===== config.mk =====
export PLATFORM = sky130hd
export DESIGN_NAME = bus_ctrl_fsm_flat
export DESIGN_NICKNAME = d
export VERILOG_FILES = /design/src/rtl/bus_ctrl_if.sv /design/src/rtl/bus_ctrl_fsm.sv /design/src/flat_wrapper.sv
export SDC_FILE = /design/constraint.sdc
export NUM_CORES = 1
export LEC_CHECK = 0
export BUFFER_PORTS_ARGS = -buffer_cell sky130_fd_sc_hd__buf_2
export CORE_AREA = 3 3 141 143
export DETAILED_ROUTE_END_ITERATION = 8
export DIE_AREA = 0 0 144 146
export GPL_TIMING_DRIVEN = 0
export MAX_ROUTING_LAYER = met4
export PLACE_DENSITY = 0.74
export SLEW_MARGIN = 5
export SYNTH_ARGS = -nofsm -noshare
export SYNTH_HDL_FRONTEND = slang
export SYNTH_SLANG_ARGS = --single-unit

===== constraint.sdc =====
create_clock -name clk -period 2.16 [get_ports clk]
set_input_delay 0.216 -clock clk [delete_from_list [all_inputs] [get_ports clk]]
set_output_delay 0.216 -clock clk [all_outputs]
set_load 0.02 [all_outputs]

===== src/rtl/bus_ctrl_if.sv =====
// Bus controller interface: CPU data port on one side, memory-mapped slaves on the other.
// The master modport is the controller's view; the slave modport is the environment
// (CPU plus slaves) seen from outside the controller.
interface bus_ctrl_if #(
    parameter int NUM_SLAVES = 5
);
    // CPU side
    logic                       cpu_req;
    logic [31:0]                cpu_addr;
    logic [31:0]                cpu_wdata;
    logic                       cpu_wen;
    logic [1:0]                 cpu_size;
    logic                       cpu_ready;
    logic [31:0]                cpu_rdata;
    logic                       cpu_err;
    // Slave side
    logic [NUM_SLAVES-1:0]      s_req;
    logic                       s_wen;
    logic [31:0]                s_addr;
    logic [31:0]                s_wdata;
    logic [3:0]                 s_wstrb;
    logic [NUM_SLAVES-1:0]      s_ready;
    logic [NUM_SLAVES*32-1:0]   s_rdata;

    modport master (
        input  cpu_req, cpu_addr, cpu_wdata, cpu_wen, cpu_size, s_ready, s_rdata,
        output cpu_ready, cpu_rdata, cpu_err, s_req, s_wen, s_addr, s_wdata, s_wstrb
    );

    modport slave (
        output cpu_req, cpu_addr, cpu_wdata, cpu_wen, cpu_size, s_ready, s_rdata,
        input  cpu_ready, cpu_rdata, cpu_err, s_req, s_wen, s_addr, s_wdata, s_wstrb
    );
endinterface


===== src/rtl/bus_ctrl_fsm.sv =====
// Registered multi-cycle bus controller: decodes the CPU request onto one of
// NUM_SLAVES targets by addr[31:28] tag, generates byte strobes, checks alignment,
// times out silent slaves and returns an error response for bad accesses.
module bus_ctrl_fsm #(
    parameter int                      NUM_SLAVES = 5,
    parameter logic [NUM_SLAVES*4-1:0] SLAVE_TAGS = {4'hc, 4'h3, 4'h2, 4'h1, 4'h0},
    parameter int                      TIMEOUT    = 15,
    parameter logic [31:0]             ERR_RDATA  = 32'hDEAD_BEEF
) (
    input  logic        clk,
    input  logic        rst_n,
    bus_ctrl_if.master  bus,
    output logic [15:0] err_count,
    output logic        busy
);

    typedef enum logic [1:0] {IDLE, ACCESS, RESP} state_t;

    localparam logic [8:0] TIMEOUT_L = 9'(TIMEOUT);

    state_t                state_q, state_d;
    logic [NUM_SLAVES-1:0] sel_q, sel_d;
    logic [31:0]           addr_q, addr_d;
    logic [31:0]           wdata_q, wdata_d;
    logic                  wen_q, wen_d;
    logic [3:0]            wstrb_q, wstrb_d;
    logic [7:0]            cnt_q, cnt_d;
    logic [31:0]           rdata_q, rdata_d;
    logic                  err_q, err_d;
    logic [15:0]           err_count_q, err_count_d;

    logic [NUM_SLAVES-1:0] sel_dec;
    logic                  hit;
    logic                  misaligned;
    logic [3:0]            wstrb_dec;
    logic                  sel_ready;
    logic [31:0]           sel_rdata;
    logic                  timeout_hit;

    // Decode the incoming request: lowest matching tag, alignment and strobes.
    always_comb begin
        // NOTE: every combinational output gets a default first so no path leaves it unassigned (no latch).
        sel_dec    = '0;
        hit        = 1'b0;
        misaligned = 1'b0;
        wstrb_dec  = 4'b0000;
        for (int i = 0; i < NUM_SLAVES; i++) begin
            if (!hit && SLAVE_TAGS[i*4 +: 4] == bus.cpu_addr[31:28]) begin
                sel_dec[i] = 1'b1;
                hit        = 1'b1;
            end
        end
        case (bus.cpu_size)
            2'd0: wstrb_dec = 4'b0001 << bus.cpu_addr[1:0];
            2'd1: begin
                wstrb_dec  = 4'b0011 << {bus.cpu_addr[1], 1'b0};
                misaligned = bus.cpu_addr[0];
            end
            2'd2: begin
                wstrb_dec  = 4'b1111;
                misaligned = (bus.cpu_addr[1:0] != 2'b00);
            end
            default: misaligned = 1'b1;
        endcase
    end

    // Pick the ready flag and read data of the currently selected slave only.
    always_comb begin
        sel_rdata = '0;
        for (int i = 0; i < NUM_SLAVES; i++) begin
            if (sel_q[i]) sel_rdata = sel_rdata | bus.s_rdata[i*32 +: 32];
        end
    end

    assign sel_ready   = |(bus.s_ready & sel_q);
    // Counter holds completed wait cycles; this cycle is the TIMEOUT-th one.
    assign timeout_hit = ({1'b0, cnt_q} + 9'd1) == TIMEOUT_L;

    // Next-state and datapath update for the IDLE -> ACCESS -> RESP sequence.
    always_comb begin
        state_d     = state_q;
        sel_d       = sel_q;
        addr_d      = addr_q;
        wdata_d     = wdata_q;
        wen_d       = wen_q;
        wstrb_d     = wstrb_q;
        cnt_d       = cnt_q;
        rdata_d     = rdata_q;
        err_d       = err_q;
        err_count_d = err_count_q;
        case (state_q)
            IDLE: begin
                if (bus.cpu_req) begin
                    addr_d  = bus.cpu_addr;
                    wdata_d = bus.cpu_wdata;
                    wen_d   = bus.cpu_wen;
                    wstrb_d = wstrb_dec;
                    if (misaligned || !hit) begin
                        state_d = RESP;
                        err_d   = 1'b1;
                        rdata_d = '0;
                    end else begin
                        state_d = ACCESS;
                        sel_d   = sel_dec;
                        cnt_d   = '0;
                        err_d   = 1'b0;
                    end
                end
            end
            ACCESS: begin
                if (sel_ready) begin
                    rdata_d = wen_q ? 32'h0 : sel_rdata;
                    err_d   = 1'b0;
                    sel_d   = '0;
                    state_d = RESP;
                end else if (timeout_hit) begin
                    err_d   = 1'b1;
                    sel_d   = '0;
                    state_d = RESP;
                end else begin
                    cnt_d = cnt_q + 8'd1;
                end
            end
            RESP: begin
                state_d = IDLE;
                if (err_q && err_count_q != 16'hFFFF) err_count_d = err_count_q + 16'd1;
            end
            default: state_d = IDLE;
        endcase
    end

    // State and datapath registers; reset clears everything, including an access in flight.
    always_ff @(posedge clk or negedge rst_n) begin
        if (!rst_n) begin
            state_q     <= IDLE;
            sel_q       <= '0;
            addr_q      <= '0;
            wdata_q     <= '0;
            wen_q       <= 1'b0;
            wstrb_q     <= '0;
            cnt_q       <= '0;
            rdata_q     <= '0;
            err_q       <= 1'b0;
            err_count_q <= '0;
        end else begin
            // NOTE: non-blocking assignments so every register samples the pre-edge values.
            state_q     <= state_d;
            sel_q       <= sel_d;
            addr_q      <= addr_d;
            wdata_q     <= wdata_d;
            wen_q       <= wen_d;
            wstrb_q     <= wstrb_d;
            cnt_q       <= cnt_d;
            rdata_q     <= rdata_d;
            err_q       <= err_d;
            err_count_q <= err_count_d;
        end
    end

    assign bus.cpu_ready = (state_q == RESP);
    assign bus.cpu_err   = (state_q == RESP) && err_q;
    assign bus.cpu_rdata = (state_q != RESP) ? 32'h0 : (err_q ? ERR_RDATA : rdata_q);
    assign bus.s_req     = sel_q;
    assign bus.s_wen     = wen_q;
    assign bus.s_addr    = addr_q;
    assign bus.s_wdata   = wdata_q;
    assign bus.s_wstrb   = wstrb_q;
    assign err_count     = err_count_q;
    assign busy          = (state_q != IDLE);

endmodule


===== src/flat_wrapper.sv =====
// flat-port wrapper written by rule: the top's interface ports become plain ports
module bus_ctrl_fsm_flat 
#(
    parameter int                      NUM_SLAVES = 5,
    parameter logic [NUM_SLAVES*4-1:0] SLAVE_TAGS = {4'hc, 4'h3, 4'h2, 4'h1, 4'h0},
    parameter int                      TIMEOUT    = 15,
    parameter logic [31:0]             ERR_RDATA  = 32'hDEAD_BEEF
)
  (clk, rst_n, err_count, busy, bus_cpu_req, bus_cpu_addr, bus_cpu_wdata, bus_cpu_wen, bus_cpu_size, bus_s_ready, bus_s_rdata, bus_cpu_ready, bus_cpu_rdata, bus_cpu_err, bus_s_req, bus_s_wen, bus_s_addr, bus_s_wdata, bus_s_wstrb);
  bus_ctrl_if #(.NUM_SLAVES(NUM_SLAVES)) bus_i ();
  input  logic clk;
  input  logic rst_n;
  output logic [15:0] err_count;
  output logic busy;
  input wire logic [$bits(bus_i.cpu_req)-1:0] bus_cpu_req;
  input wire logic [$bits(bus_i.cpu_addr)-1:0] bus_cpu_addr;
  input wire logic [$bits(bus_i.cpu_wdata)-1:0] bus_cpu_wdata;
  input wire logic [$bits(bus_i.cpu_wen)-1:0] bus_cpu_wen;
  input wire logic [$bits(bus_i.cpu_size)-1:0] bus_cpu_size;
  input wire logic [$bits(bus_i.s_ready)-1:0] bus_s_ready;
  input wire logic [$bits(bus_i.s_rdata)-1:0] bus_s_rdata;
  output wire logic [$bits(bus_i.cpu_ready)-1:0] bus_cpu_ready;
  output wire logic [$bits(bus_i.cpu_rdata)-1:0] bus_cpu_rdata;
  output wire logic [$bits(bus_i.cpu_err)-1:0] bus_cpu_err;
  output wire logic [$bits(bus_i.s_req)-1:0] bus_s_req;
  output wire logic [$bits(bus_i.s_wen)-1:0] bus_s_wen;
  output wire logic [$bits(bus_i.s_addr)-1:0] bus_s_addr;
  output wire logic [$bits(bus_i.s_wdata)-1:0] bus_s_wdata;
  output wire logic [$bits(bus_i.s_wstrb)-1:0] bus_s_wstrb;
  assign bus_i.cpu_req = bus_cpu_req;
  assign bus_i.cpu_addr = bus_cpu_addr;
  assign bus_i.cpu_wdata = bus_cpu_wdata;
  assign bus_i.cpu_wen = bus_cpu_wen;
  assign bus_i.cpu_size = bus_cpu_size;
  assign bus_i.s_ready = bus_s_ready;
  assign bus_i.s_rdata = bus_s_rdata;
  assign bus_cpu_ready = bus_i.cpu_ready;
  assign bus_cpu_rdata = bus_i.cpu_rdata;
  assign bus_cpu_err = bus_i.cpu_err;
  assign bus_s_req = bus_i.s_req;
  assign bus_s_wen = bus_i.s_wen;
  assign bus_s_addr = bus_i.s_addr;
  assign bus_s_wdata = bus_i.s_wdata;
  assign bus_s_wstrb = bus_i.s_wstrb;
  bus_ctrl_fsm #(.NUM_SLAVES(NUM_SLAVES), .SLAVE_TAGS(SLAVE_TAGS), .TIMEOUT(TIMEOUT), .ERR_RDATA(ERR_RDATA)) u_core (.clk(clk), .rst_n(rst_n), .bus(bus_i), .err_count(err_count), .busy(busy));
endmodule

==> impl_metrics.ini <==
[hold_path]
worstHoldPathType = primary input to flip-flop
whs_endpoint = u_core.bus.s_wdata[25]
hp-start = bus_cpu_wdata[25]
min_path_cells = 3

[clock_tree]
root_buffer = clkbuf_16
cts_buffer_depth = 2
cts.clk_slew.worst_paths_ns = 0.06
tritoncts = built
cts.htree.levels = 4
clock_latency_ns = 0.42
cts_sinks = 133
cts_buffers = 17

[job]
maxCapViolations = 0

[setup_path]
r2r_end = u_core.rdata_q[30]
r2r-start = u_core.state_q[0]
critPathMaxFanout = 10
worstPathCellList = inv_1 -> nand2_2 -> buf_2 -> nor2_1 -> buf_2
critPathMaxStageDelay_ns = 0.46
reg2reg_slack_ns = 0.07
crit_family = buffers and inverters
slowest_stage = dfrtp_1
worstSetupStartpointType = flip-flop
r2r_cells = 6
arrival_ns = 1.88
cp_data_required_time_ns = 1.94
cp-end-kind = primary output
crit_buf_inv = 3
worst-setup-path-type = flip-flop to primary output
cpMostUsedCell = buf_2

[power]
p_leak_nw = 5.257
seq_power_share = 0.320
swShare = 0.4463
peakVddDrop_v = 0.0007215
combPwrFrac = 0.454
p_clk_frac = 0.226
power.total_mw = 12.61
switching_power_mw = 5.629
p_int_mw = 6.983
p_per_area_nw_per_um2 = 1259

[routing]
initialDrtViolationCount = 529
wl_per_cell_um = 19.15
drc = 0
wl_um = 27240
dr_total_vias = 7467
viasPerCell = 5.251
ant_nets = 0
drtPass1Iterations = 8

[sta]
fin_crit_sh = 0.9689
setup_violations = 0
fin_crit_ns = 2.093
drv_slew = 0
fin_ws_ns = 0.06723
finClkSkew_ns = 0.008691
fmax_ghz = 0.4778
tns_ns = 0
grt_setup_unrepaired = yes
worstMarginPinSlew_ns = 0.6407
hold_viol = 0
maxSlewHeadroom = 0.5728

[synth]
syn_area_per_cell_um2 = 9.097
syn-num-nets = 977
synth_seq_cells = 133
synth_xor_area_frac = 0.02084
syn_area_um2 = 6723
postSynthCellCount = 739
synth_mux_area_frac = 0.05900
synth-simple-area-share = 0.2129
synth_top_family_by_area = simple AND/OR/NAND/NOR gates
yosysWarningCount = 0
synth_edf_count = 0
yosys.cell_types.count = 59
ys.flop_type = dfrtp_1
synthAdderAreaFrac = 0.005583
synth_compound_area_frac = 0.1677
async_reset_ff_frac = 1.000
ys_seq_area_frac = 0.4951

[die]
boundaryPins = 360
rows = 50
fp.dieW_um = 144
dieArea_um2 = 21020
initial_core_util = 0.3594
coreArea_um2 = 18710
die_y_um = 146

[finish]
final_cells = 1422
fin_nets = 1407
final_core_util = 0.5357
areaGrowthSynthToFinish_pct = 49.04
fill_cells = 1685
layout-drive-gt1-share = 0.3672

[placed_design]
gp_congestion = 0.9731
place_ws_ns = -0.3210
dp.cells = 1333
io_buffers = 359
hpwl_um = 20290

[global_routing]
grt_pass1_vias = 7387
grt_first_pass_wirelength_um = 40690
antenna_found_initial = 6
grt_max_degree = 76
grtUsageTotal = 0.2581
overflow = 0

[outcome]
outcome = completed
kinds of logic after synthesis:
kind of cell,after synthesis
buf+inv,65
mux,35
xor+xnor,16
simple gates,339
fa+ha+maj,3
compound gates,148
flops,133
cell type report:
class | instances | area (um2) | area share
Clock buffer | 18 | 439.2 | 0.04383
Sequential cell | 133 | 3332 | 0.3325
Buffer | 46 | 196.4 | 0.01961
Inverter | 13 | 48.80 | 0.004870
Antenna cell | 6 | 15.01 | 0.001499
Tap cell | 234 | 292.8 | 0.02922
Timing Repair Buffer | 417 | 2391 | 0.2386
Clock inverter | 14 | 142.6 | 0.01424
Multi-Input combinational cell | 541 | 3162 | 0.3156
per-stage QoR:
step,cell area [um2],hold WS [ns]
global placement,8812,0.4065
global route,10020,0.01673
detailed placement,8846,0.2381
finish,10020,0.03321
floorplan,6723,-0.07959
CTS,9962,0.006887
sequential cells by signal (all words and copies together) (netlist names):
register            flops
u_core.err_q            1
u_core.bus.s_wstrb      4
u_core.cnt_q            8
u_core.bus.s_addr      32
u_core.bus.s_wdata     32
u_core.bus.s_req        5
u_core.state_q          2
u_core.bus.s_wen        1
u_core.rdata_q         32
u_core.err_count       16
routing by layer:
metal | GRT usage | wire length [um] | up-vias
met5 | - | 0 | -
met4 | 0.09134 | 674 | 0
met3 | 0.06737 | 2493 | 47
met2 | 0.4334 | 13520 | 403
met1 | 0.2962 | 10550 | 3553
li1 | - | - | 3464
cells in the mapped netlist (all sizes together) (3+ instances only):
cell / number / area share
nand4: 5 / 0.0047
a22oi: 36 / 0.040
clkbuf: 42 / 0.023
dfrtp: 133 / 0.50
o21ai: 11 / 0.0087
nand2b: 3 / 0.0028
nand2: 220 / 0.12
nor3: 9 / 0.0082
o221ai: 4 / 0.0061
ha: 3 / 0.0056
nor2: 64 / 0.036
nand3: 8 / 0.0060
xor2: 9 / 0.012
mux2: 34 / 0.058
a21oi: 38 / 0.028
buf: 10 / 0.0082
inv: 13 / 0.0073
and2: 13 / 0.012
o211ai: 8 / 0.0097
and4: 3 / 0.0039
xnor2: 7 / 0.0091
a222oi: 32 / 0.048
a31oi: 5 / 0.0047
tightest hold or removal path: stages:
cell and delay, ns:
buf_2 0.10, nand2_1 0.05, nand2_1 0.05
timing repair:
item | CTS | global route
setup buffers | 0 | 4
endpoints found under the setup margin | 61 | 79
hold buffers | 53 | 0
pin swaps | 0 | 2
resized for setup | 9 | 7
hold endpoints to repair | 110 | 0
power by group through the flow:
stage	registers [mW]	clock network, mW	logic [mW]
detailed placement	3.83	0	5.78
global placement	3.83	0	5.69
finish	4.03	2.86	5.72
global route	4.14	3.02	6.19
CTS	4.00	2.92	5.67
floorplan	4.71	0	2.68
placed cells by master, fill, tap and decap left out, drive strengths merged, types with 4 or more instances in the layout:
master,count
nor2,64
mux2,34
a22oi,36
nor3,9
and2,13
xor2,9
nand2,220
clkinv,4
a31oi,5
o21ai,11
diode,6
nand3,8
inv,19
buf,374
a21oi,38
nand4,5
a222oi,32
o211ai,8
dlygate4sd3,53
dfrtp,133
clkbuf,54
xnor2,7
o221ai,4
worst max path at each step:
stage | slack (ns) | end | cells after the start | startpoint
after detailed placement | -0.32 | u_core.rdata_q[2] | 6 | u_core.bus.s_req[2]
after CTS | 0.002 | u_core.cnt_q[1] | 6 | u_core.cnt_q[0]
after floorplan | 0.19 | u_core.cnt_q[1] | 6 | u_core.cnt_q[0]
final | 0.07 | bus_cpu_rdata[30] | 5 | u_core.state_q[0]
after global placement | -1.00 | u_core.rdata_q[4] | 1 | rst_n
after global routing | -0.03 | u_core.rdata_q[30] | 7 | u_core.state_q[1]
Note: power is estimated with default switching activity, not from simulation.
